## config.mk

```make
export PLATFORM = sky130hd
export DESIGN_NAME = seq_mul_unit
export DESIGN_NICKNAME = d
export VERILOG_FILES = /design/src/rtl/seq_mul_unit.sv
export SDC_FILE = /design/constraint.sdc
export NUM_CORES = 1
export LEC_CHECK = 0
export CAP_MARGIN = 20
export CORE_MARGIN = 4
export CORE_UTILIZATION = 35
export CTS_CLUSTER_DIAMETER = 50
export DETAILED_ROUTE_END_ITERATION = 10
export GPL_TIMING_DRIVEN = 0
export PLACE_DENSITY_LB_ADDON = 0.12
export SYNTH_ARGS = -nofsm -noshare
export SYNTH_HDL_FRONTEND = slang
export SYNTH_SLANG_ARGS = --single-unit
```

## constraint.sdc

```tcl
create_clock -name clk -period 3.08 [get_ports clk]
set_input_delay 0.308 -clock clk [delete_from_list [all_inputs] [get_ports clk]]
set_output_delay 0.308 -clock clk [all_outputs]
set_load 0.005 [all_outputs]
```

## src/rtl/seq_mul_unit.sv

```systemverilog
// seq_mul_unit: 32-cycle shift-and-add multiplier, signed/unsigned, with pipeline stall, flush and done pulse.
module seq_mul_unit #(
    parameter int W = 32
) (
    input  logic         clk,
    input  logic         reset,
    input  logic         start,
    input  logic         sign,
    input  logic [W-1:0] a,
    input  logic [W-1:0] b,
    input  logic         flush,
    output logic         busy,
    output logic         stall,
    output logic         done,
    output logic [W-1:0] hi,
    output logic [W-1:0] lo
);
    typedef enum logic [1:0] {IDLE, RUN, FIN} state_t;
    state_t         state_q;
    logic [5:0]     cnt_q;
    logic [2*W:0]   acc_q, acc_d;
    logic [W-1:0]   mcand_q, abs_a, abs_b, hi_q, lo_q;
    logic           neg_q, done_q;
    logic [W:0]     sum;
    logic [2*W-1:0] prod;
    always_comb begin
        abs_a = (sign && a[W-1]) ? -a : a;
        abs_b = (sign && b[W-1]) ? -b : b;
        sum   = acc_q[2*W:W] + {1'b0, {W{acc_q[0]}} & mcand_q};
        acc_d = {1'b0, sum, acc_q[W-1:1]};
        prod  = neg_q ? -acc_q[2*W-1:0] : acc_q[2*W-1:0];
    end
    always_ff @(posedge clk) begin
        if (reset) begin
            state_q <= IDLE;
            cnt_q   <= '0;
            acc_q   <= '0;
            mcand_q <= '0;
            neg_q   <= 1'b0;
            done_q  <= 1'b0;
            hi_q    <= '0;
            lo_q    <= '0;
        end else begin
            done_q <= 1'b0;
            if (flush) state_q <= IDLE;
            else begin
                case (state_q)
                    IDLE: if (start) begin
                        state_q <= RUN;
                        mcand_q <= abs_a;
                        acc_q   <= {{(W+1){1'b0}}, abs_b};
                        cnt_q   <= '0;
                        neg_q   <= sign & (a[W-1] ^ b[W-1]);
                    end
                    RUN: begin
                        acc_q <= acc_d;
                        cnt_q <= cnt_q + 6'd1;
                        if (cnt_q == 6'(W-1)) state_q <= FIN;
                    end
                    FIN: begin
                        {hi_q, lo_q} <= prod;
                        done_q       <= 1'b1;
                        state_q      <= IDLE;
                    end
                    default: state_q <= IDLE;
                endcase
            end
        end
    end
    // reset forces the state to IDLE, so stall only reflects the request
    assign busy  = state_q != IDLE;
    assign stall = reset ? start : (busy | (start & (state_q == IDLE)));
    assign done  = done_q;
    assign hi    = hi_q;
    assign lo    = lo_q;
endmodule

```

==> results by stage, run 1 <==
STA:
- Setup repair after global routing could not meet its margin everywhere.
- Measured against its own limit, the worst slew margin works out to between 30% and 40%.
- Timing would allow up to ~330 MHz.
- The max-slew violation total from the final report is 0.
- The slew at the pin closest to its max-slew limit is 0.954 ns.
- The total negative slack for setup checks is 0 ns.
- The worst-case clock skew is between 0.015 and 0.02 ns.
- The final hold violation count is 0.
- The number of failing setup endpoints in the final timing report is 0.
- In the finished design, the share of the clock period the worst path needs comes to a little under 100%.
- After layout, the minimum clock period comes to around 3.1 ns.

Yosys:
- Ranked by total cell area, the synthesized netlist is headed by sky130_fd_sc_hd__dfxtp_1 (32%), sky130_fd_sc_hd__xor2_1 (7.4%), sky130_fd_sc_hd__a211oi_1 (6.8%).
- Among all flip-flop cells after synthesis, the most frequent one is sky130_fd_sc_hd__dfxtp_1.
- In the synthesized netlist, the cells that appear most often are sky130_fd_sc_hd__nor2_1 (173), sky130_fd_sc_hd__dfxtp_1 (170), sky130_fd_sc_hd__nand2_1 (121), sky130_fd_sc_hd__a211oi_1 (97), sky130_fd_sc_hd__xor2_1 (91).
- The mapped netlist covers between 0.01 and 0.015 mm².
- The dominant cell by count in the synthesized netlist is sky130_fd_sc_hd__nor2_1.
- The yosys synthesis warning count is 0.
- The sequential share of the synthesized area is 31.6%.
- After synthesis, the largest area contributor takes up about a third of total cell area.
- The synthesized design contains 0 enable-type register cells.
- The unique cell type count in the Yosys netlist is 68.
- Synthesis inferred 170 register bits.
- The average footprint of a synthesized cell is roughly 7.9 µm².
- The net count after synthesis is 1472.
- The synthesized instance count is 1366.
- sky130_fd_sc_hd__dfxtp_1 takes more of the synthesized area than any other cell.
- In the synthesized netlist the async set-or-reset flop fraction comes to 0%.

Power:
- For this design the ratio of total power to cell area is around 400 mW/mm².
- In this run the static leakage power is 0.00474 µW.
- VDD sags by at most about 0.33 mV.

Final layout:
- Counting the fill cells in the layout gives about 3.1k.
- The post-route netlist has under 10% of its cells at a drive strength greater than 1.
- After the flow finishes, the layout carries non-filler instances totaling a little under 2k.
- The area occupied by multi-input gates is about 0.0071 mm².
- The number of antenna diodes in the final layout is 0.
- The number of nets in the final layout is between 1.5k and 2k.
- The area growth from synthesis to layout is 25.6%.
- Registers take 0.00342 mm².

Place:
- The number of placed instances, taps included, is around 1.9k.
- Detailed placement finished with a half-perimeter wire length of between 20 and 30 mm.
- The congestion estimate from routability-driven global placement came to roughly 0.93.
- Buffers placed on the I/O ports in this run total 134.

Worst setup path:
- The maximum cell stage delay along the critical path is roughly 0.55 ns.
- On the critical path, the stage with the largest delay is an instance of sky130_fd_sc_hd__or4_4.
- The number of buffers and inverters on the critical path is 0.
- By instance count, the cell type seen most on the critical path is sky130_fd_sc_hd__or4_4.
- STA puts the critical path data required time at roughly 3.4 ns.
- Measured in cells, the most critical reg-to-reg path has a length of 7.
- On the critical path the largest part of the delay comes from simple AND/OR/NAND/NOR gates.
- The kind of critical path is register to register.
- The endpoint identified for the worst register-to-register timing path is hi[23]$_SDFFE_PP0P_.
- For flop-to-flop paths, the worst setup slack is 0.02 ns.
- The type of element launching the critical path is a register.
- In this run the worst path has a maximum fanout of 5.
- The kind of end point of the critical path is a register.
- The beginning of the worst register-to-register path is acc_q[9]$_SDFFE_PP0P_.
- The data arrival at the endpoint of the critical path is around 3.4 ns.
- The critical path goes through or4_4 -> or4_4 -> or4_4 -> or3_1 -> o21ai_2 -> xor2_1 -> a211oi_1.

Detailed routing:
- The count of nets left with antenna violations after detail routing is 0.
- The per-cell routed wire length is 19.3 µm.
- For this run, the detailed router's first-pass iteration total came to 5.
- The first routing iteration left 693 violations.
- Using the TritonRoute via totals, the vias-per-cell ratio works out to roughly 5.5.
- The final layout contains routed wiring with a total length of roughly 37 mm.
- The routed metal-1 wire length is 18.4 mm.
- The met3 routed wirelength is 2.47 mm.
- The detailed router placed ~11k vias in this run.
- The topmost layer with routed signal wires is met4.
- The post-route DRC violation count is 0.
- The routed wire length on met2 is roughly 16 mm.

Outcome:
- The flow ran to the end, and the final reports show no timing, DRC or antenna violations.

Global route:
- The wire length of the first global-routing pass is 57.6 mm.
- The number of global-route vias before repair is between 10k and 15k.
- The pin count of the biggest net entering global routing is 17.
- The initial antenna violation count is 0.
- The residual overflow from global routing is 0.
- For this run, the total global-route usage over all layers was measured as a little over a fifth.

Floorplanning:
- The die footprint is around 0.034 mm².
- The total area inside the core boundary comes to ~0.030 mm².
- The initial utilization of the core area, before any placement, comes to 35.9%.
- The number of core rows is 63.
- The top-level port count is about 140.
- The die extent in y is ~180 µm.
- The x dimension of the die is about 180 µm.

Flow run:
- The tool flagged a number of max-cap violations equal to 0.

CTS:
- For this design, the sink count on the clock tree is between 150 and 200.
- In this run, post-CTS hold repair placed 0 buffers.
- The CTS tree is done.
- The source-to-sink clock delay at the later pin of the worst-skew pair is about 0.44 ns.
- The deepest level of the CTS H-tree is 4.
- The clock root buffer master is sky130_fd_sc_hd__clkbuf_16.
- In this run the deepest clock path goes through 2 buffers.
- The post-CTS clock slew at the launch and capture registers of the worst setup and hold paths is around 0.070 ns.
- In this run, CTS created clock tree buffers numbering 17.

Worst hold path:
- For hold timing, the worst endpoint is mcand_q[0]$_SDFFE_PP0P_.
- The cell depth of the worst min-delay path is 2.
- The path type of the worst min-delay path is register to register.
- The startpoint identified for the worst hold timing path is mcand_q[0]$_SDFFE_PP0P_.
==> worst max path at each step <==
stage | start | end | cells past startpoint | slack [ns]
final | acc_q[9]$_SDFFE_PP0P_ | hi[23]$_SDFFE_PP0P_ | 7 | 0.02
after global placement | acc_q[0]$_SDFFE_PP0P_ | acc_q[59]$_SDFFE_PP0P_ | 13 | -0.88
after floorplan | acc_q[0]$_SDFFE_PP0P_ | acc_q[59]$_SDFFE_PP0P_ | 13 | 0.04
after global routing | acc_q[38]$_SDFFE_PP0P_ | hi[23]$_SDFFE_PP0P_ | 7 | -0.03
after CTS | acc_q[0]$_SDFFE_PP0P_ | acc_q[59]$_SDFFE_PP0P_ | 12 | -0.08
after detailed placement | acc_q[0]$_SDFFE_PP0P_ | acc_q[59]$_SDFFE_PP0P_ | 13 | -0.91
==> logic make-up (layout without fill, tap and decap cells) <==
family                     count (synthesis)  count (layout)  share of synthesized area, %
xor gates and xnor gates                 131             131                          10.7
adders and majority gates                 37              37                          4.37
and+or+nand+nor                          497             497                          22.6
DFF                                      170             170                          31.6
AOI/OAI and AO/OA                        414             414                          26.3
buffers and inverters                    113             290                          4.08
muxes                                      4               4                         0.372
==> metal layers <==
layer,vias to the layer above,GRT usage (%)
li1,5307,-
met1,5000,32.0
met2,322,32.4
met3,37,3.97
met4,0,5.04
met5,-,0
==> placed cells by master (no fill, tap or decap), types with 35 or more instances in the layout <==
master                              n
sky130_fd_sc_hd__clkdlybuf4s50_1  134
sky130_fd_sc_hd__xor2_1            91
sky130_fd_sc_hd__a21oi_1           87
sky130_fd_sc_hd__a211oi_1          95
sky130_fd_sc_hd__nor2_1           173
sky130_fd_sc_hd__nand2_1          120
sky130_fd_sc_hd__dfxtp_1          164
sky130_fd_sc_hd__xnor2_1           40
sky130_fd_sc_hd__o21ai_0           83
sky130_fd_sc_hd__clkbuf_1          74
sky130_fd_sc_hd__and2_1            35
==> worst min-delay path: stages, from the launching register on <==
cell,delay (ns)
sky130_fd_sc_hd__dfxtp_1,0.31
sky130_fd_sc_hd__nand2_1,0.05
sky130_fd_sc_hd__a21oi_1,0.05
==> state kept, by name (all words and copies together), names as in the netlist <==
| name | count |
|---|---|
| acc_q | 64 |
| hi | 32 |
| lo | 32 |
| mcand_q | 32 |
| cnt_q | 6 |
| state_q | 2 |
| done | 1 |
| neg_q | 1 |
==> power breakdown <==
group	switching [µW]	internal [µW]	total [µW]
logic	481	340	821
clock network	1000	1160	2160
registers	82.9	2260	2340
==> final cells by class <==
cell class              instances  share of cell area [%]
multi-input cells            1083                    52.7
flip-flops and latches        170                    25.3
repair buffers                150                    10.9
well taps                     390                    3.61
clock buffers                  18                    3.25
plain buffers                  84                    2.51
clock inverters                14                    1.01
inverters                      24                   0.667
==> what timing repair did <==
action,in CTS,in global routing
endpoints found under the hold margin,0,0
cloned,0,1
pin swaps,3,17
setup endpoints to repair,34,44
gates resized for setup,20,43
setup buffers,3,12
==> metrics by stage <==
step / util, % / total power (µW) / area (µm²) / hold slack, ns / worst slack [ns]
6_report: 45.1 / 5320 / 13500 / 0.460 / 0.0211
5_1_grt: 45.1 / 5540 / 13500 / 0.481 / -0.0301
4_1_cts: 44.3 / 5320 / 13300 / 0.454 / -0.0811
3_5_place_dp: 42.0 / 3160 / 12600 / 0.446 / -0.913
3_3_place_gp: 42.0 / 3160 / 12600 / 0.439 / -0.877
2_1_floorplan: - / 2840 / 10800 / 0.432 / 0.0378
Power figures use the tool's default switching activity.
==> run 2, diff against run 1 <==
--- a/config.mk
+++ b/config.mk
@@ -5,7 +5,6 @@
 export SDC_FILE = /design/constraint.sdc
 export NUM_CORES = 1
 export LEC_CHECK = 0
-export CAP_MARGIN = 20
 export CORE_MARGIN = 4
 export CORE_UTILIZATION = 35
 export CTS_CLUSTER_DIAMETER = 50
==> results of run 2 <==
Same layout as run 1: the final DEF is identical, and so are final timing and power.
==> run 3, diff against run 2 <==
--- a/config.mk
+++ b/config.mk
@@ -9,6 +9,7 @@
 export CORE_UTILIZATION = 35
 export CTS_CLUSTER_DIAMETER = 50
 export DETAILED_ROUTE_END_ITERATION = 10
+export GPL_ROUTABILITY_DRIVEN = 0
 export GPL_TIMING_DRIVEN = 0
 export PLACE_DENSITY_LB_ADDON = 0.12
 export SYNTH_ARGS = -nofsm -noshare
==> constraint.sdc (replaced) <==
create_clock -name clk -period 2.95 [get_ports clk]
set_input_delay 0.295 -clock clk [delete_from_list [all_inputs] [get_ports clk]]
set_output_delay 0.295 -clock clk [all_outputs]
set_load 0.005 [all_outputs]
==> results by stage, run 3 (same netlist as run 1, synthesis figures left out) <==
Outcome:
- Run status: finished with violations (was completed).
- The checks that failed: negative setup slack.

Worst setup path:
- The slack of the worst reg-to-reg path is -0.03 ns (was 0.02 ns).
- The type of element launching the critical path is a register (unchanged).
- The critical register-to-register path endpoint is hi[23]$_SDFFE_PP0P_ (unchanged).
- The worst endpoint required time is 3.24 ns (was 3.38 ns).
- The kind of end point of the critical path is a register (unchanged).
- The data arrival at the endpoint of the critical path is 3.27 ns (was 3.36 ns).
- The maximum fanout along the worst path came to 4 (was 5).
- The beginning of the worst register-to-register path is acc_q[8]$_SDFFE_PP0P_ (was acc_q[9]$_SDFFE_PP0P_).
- The kind of critical path is register to register (unchanged).
- The depth of the worst register-to-register path is 7 (unchanged).

Power:
- The ratio of total power to cell area is 411 mW/mm² (was 394 mW/mm²).
- The static leakage came to 0.00484 µW (was 0.00474 µW).
- The highest ir drop seen on vdd is 0.351 mV (was 0.332 mV).

Global route:
- The wire length of the first global-routing pass is 58.7 mm (was 57.6 mm).
- The total routing resource utilization after global routing is 21.9% (was 21.6%).
- The number of global-route vias before repair was 10.2k (was 10.0k).
- The residual overflow from global routing is 0 (unchanged).
- The pin count of the biggest net entering global routing is 21 (was 17).
- The initial antenna violation count came to 0 (unchanged).

Final layout:
- The count of antenna diodes in the layout is 0 (unchanged).
- The most common library cell in the layout ignoring fill and taps is sky130_fd_sc_hd__nor2_1 (unchanged).
- The number of nets in the final layout was 1641 (was 1636).
- Most used cells in the layout excluding fill and tap cells: sky130_fd_sc_hd__nor2_1 (173), sky130_fd_sc_hd__dfxtp_1 (162), sky130_fd_sc_hd__clkdlybuf4s50_1 (134) (was sky130_fd_sc_hd__nor2_1 (173), sky130_fd_sc_hd__dfxtp_1 (164), sky130_fd_sc_hd__clkdlybuf4s50_1 (134)).
- The area growth from synthesis to layout is 29.0% (was 25.6%).
- The number of flip-flops in the largest register is 64 (unchanged).
- The share of layout cells above drive strength 1 is 10.4% (was 7.45%).
- The register bank with the most flops is acc_q (unchanged).

STA:
- The hold slack came to 0.448 ns (was 0.460 ns).
- The worst-case clock skew is 0.0156 ns (was 0.0152 ns).
- The remaining max-slew budget at the tightest pin is 40.1% (was 36.1%).
- The maximum clock frequency was 336 MHz (was 327 MHz).
- RSZ-0062 raised after global routing: yes (unchanged).
- The final worst-path cycle share is 101% (was 99.3%).
- The max-slew violation total from the final report is 0 (unchanged).
- The slew at the pin closest to its max-slew limit was 0.893 ns (was 0.954 ns).
- The shortest clock period the worst path allows after layout was 2.98 ns (was 3.06 ns).
- The number of failing setup endpoints in the final timing report is 2 (was 0).
- The final hold violation count was 0 (unchanged).
- The worst setup slack after layout is -0.0302 ns (was 0.0211 ns).

Worst hold path:
- The beginning of the worst hold path is reset (was mcand_q[0]$_SDFFE_PP0P_).
- The cell depth of the worst min-delay path came to 4 (was 2).
- The hold path endpoint is acc_q[18]$_SDFFE_PP0P_ (was mcand_q[0]$_SDFFE_PP0P_).
- The path type of the worst min-delay path is input port to register (was register to register).

Floorplanning:
- The number of core rows is 63 (unchanged).
- The total core area is 0.0300 mm² (unchanged).
- The die footprint is 0.0336 mm² (unchanged).
- The x dimension of the die came to 183 µm (unchanged).
- The die extent in y is 183 µm (unchanged).
- The top-level port count came to 136 (unchanged).
- The effective utilization at floorplan is 35.9% (unchanged).

CTS:
- The CTS tree was done (unchanged).
- The deepest level of the CTS H-tree is 4 (unchanged).
- The clock root buffer master is sky130_fd_sc_hd__clkbuf_16 (unchanged).
- The post-CTS clock slew at the launch and capture registers of the worst setup and hold paths is 0.08 ns (was 0.07 ns).
- The source-to-sink clock delay at the later pin of the worst-skew pair was 0.44 ns (about the same).
- The buffer levels on the longest clock path was 2 (unchanged).
- The count of clock tree sinks came to 170 (unchanged).
- The CTS buffer count came to 17 (unchanged).

Detailed routing:
- The initial detailed-routing violation count is 711 (was 693).
- The total via count after detailed routing came to 10.8k (was 10.7k).
- The number of search-and-repair iterations in the first detailed-routing pass is 5 (unchanged).
- The post-route DRC violation count came to 0 (unchanged).
- The per-cell routed wire length is 19.5 µm (was 19.3 µm).
- The mean number of vias per cell came to 5.56 (was 5.52).
- The count of nets left with antenna violations after detail routing was 0 (unchanged).
- The wire length reported by the detailed router is 37.8 mm (was 37.2 mm).

Place:
- The count of buffers from port buffering came to 134 (unchanged).
- The placement-stage worst setup slack is -0.683 ns (was -0.913 ns).
- The estimated wirelength of the detail-placed design was 28.9 mm (was 29.3 mm).

Flow run:
- The number of max-cap violations is 0 (unchanged).
==> run 3: cell count changes in the layout (fill, tap and decap cells not counted), sizes merged <==
cell / delta
buf: +9
clkinvlp: -1
clkbuf: -5
inv: +3
bufinv: -1
==> run 3: how the worst max path moves through the flow <==
stage / from / end / slack (ns) / cells past startpoint
2_1_floorplan: acc_q[7]$_SDFFE_PP0P_ / hi[28]$_SDFFE_PP0P_ / 0.05 / 8
4_1_cts: acc_q[0]$_SDFFE_PP0P_ / acc_q[59]$_SDFFE_PP0P_ / -0.03 / 14
3_5_place_dp: b[3] / acc_q[31]$_SDFFE_PP0P_ / -0.68 / 7
6_report: acc_q[8]$_SDFFE_PP0P_ / hi[23]$_SDFFE_PP0P_ / -0.03 / 7
3_3_place_gp: acc_q[0]$_SDFFE_PP0P_ / acc_q[59]$_SDFFE_PP0P_ / -0.69 / 13
5_1_grt: acc_q[7]$_SDFFE_PP0P_ / hi[13]$_SDFFE_PP0P_ / -0.08 / 7
==> run 3: final cells by class <==
type,count,area [µm²]
plain buffers,80,354
well taps,390,488
repair buffers,159,1540
multi-input cells,1083,7370
clock buffers,17,425
flip-flops and latches,170,3420
inverters,24,90.1
clock inverters,15,189
fillers,3005,16100
==> run 3: metrics by stage <==
step           utilization (%)  total power, µW  instance area (µm²)  std cells  TNS [ns]
2_1_floorplan                -             2960                10800       1366         0
3_3_place_gp              42.0             3300                12600       1890    -16.99
5_1_grt                   46.3             5910                13900       1938    -0.587
4_1_cts                   45.4             5680                13600       1938   -0.0261
6_report                  46.3             5700                13900       1938   -0.0386
3_5_place_dp              42.0             3300                12600       1890    -18.27
==> run 3: worst max-delay path, stage by stage (launching register included) <==
cell and delay [ns]:
sky130_fd_sc_hd__dfxtp_4 0.37, sky130_fd_sc_hd__or4_4 0.53, sky130_fd_sc_hd__or4_4 0.45, sky130_fd_sc_hd__or4_4 0.62
sky130_fd_sc_hd__or3_4 0.38, sky130_fd_sc_hd__o21ai_4 0.19, sky130_fd_sc_hd__xor2_2 0.20, sky130_fd_sc_hd__a211oi_1 0.09
==> run 3: timing repair <==
item,in CTS,in global routing
setup buffers,19,5
resized for setup,60,62
setup endpoints to repair,51,49
hold buffers,0,0
pin swaps,22,31
gates cloned,1,0
==> run 3: layer usage <==
layer,vias up,routed length [µm],global-route usage (%)
met3,30,2210,2.90
met1,5129,18700,32.9
met5,-,0,0
met2,292,16400,33.8
li1,5325,-,-
met4,0,455,4.32
==> run 3: report_power, final <==
part           switching (µW)  total [µW]  internal (µW)
combinational             527         899            372
sequential               82.1        2440           2360
clock                    1190        2360           1160
total                    1800        5700           3900
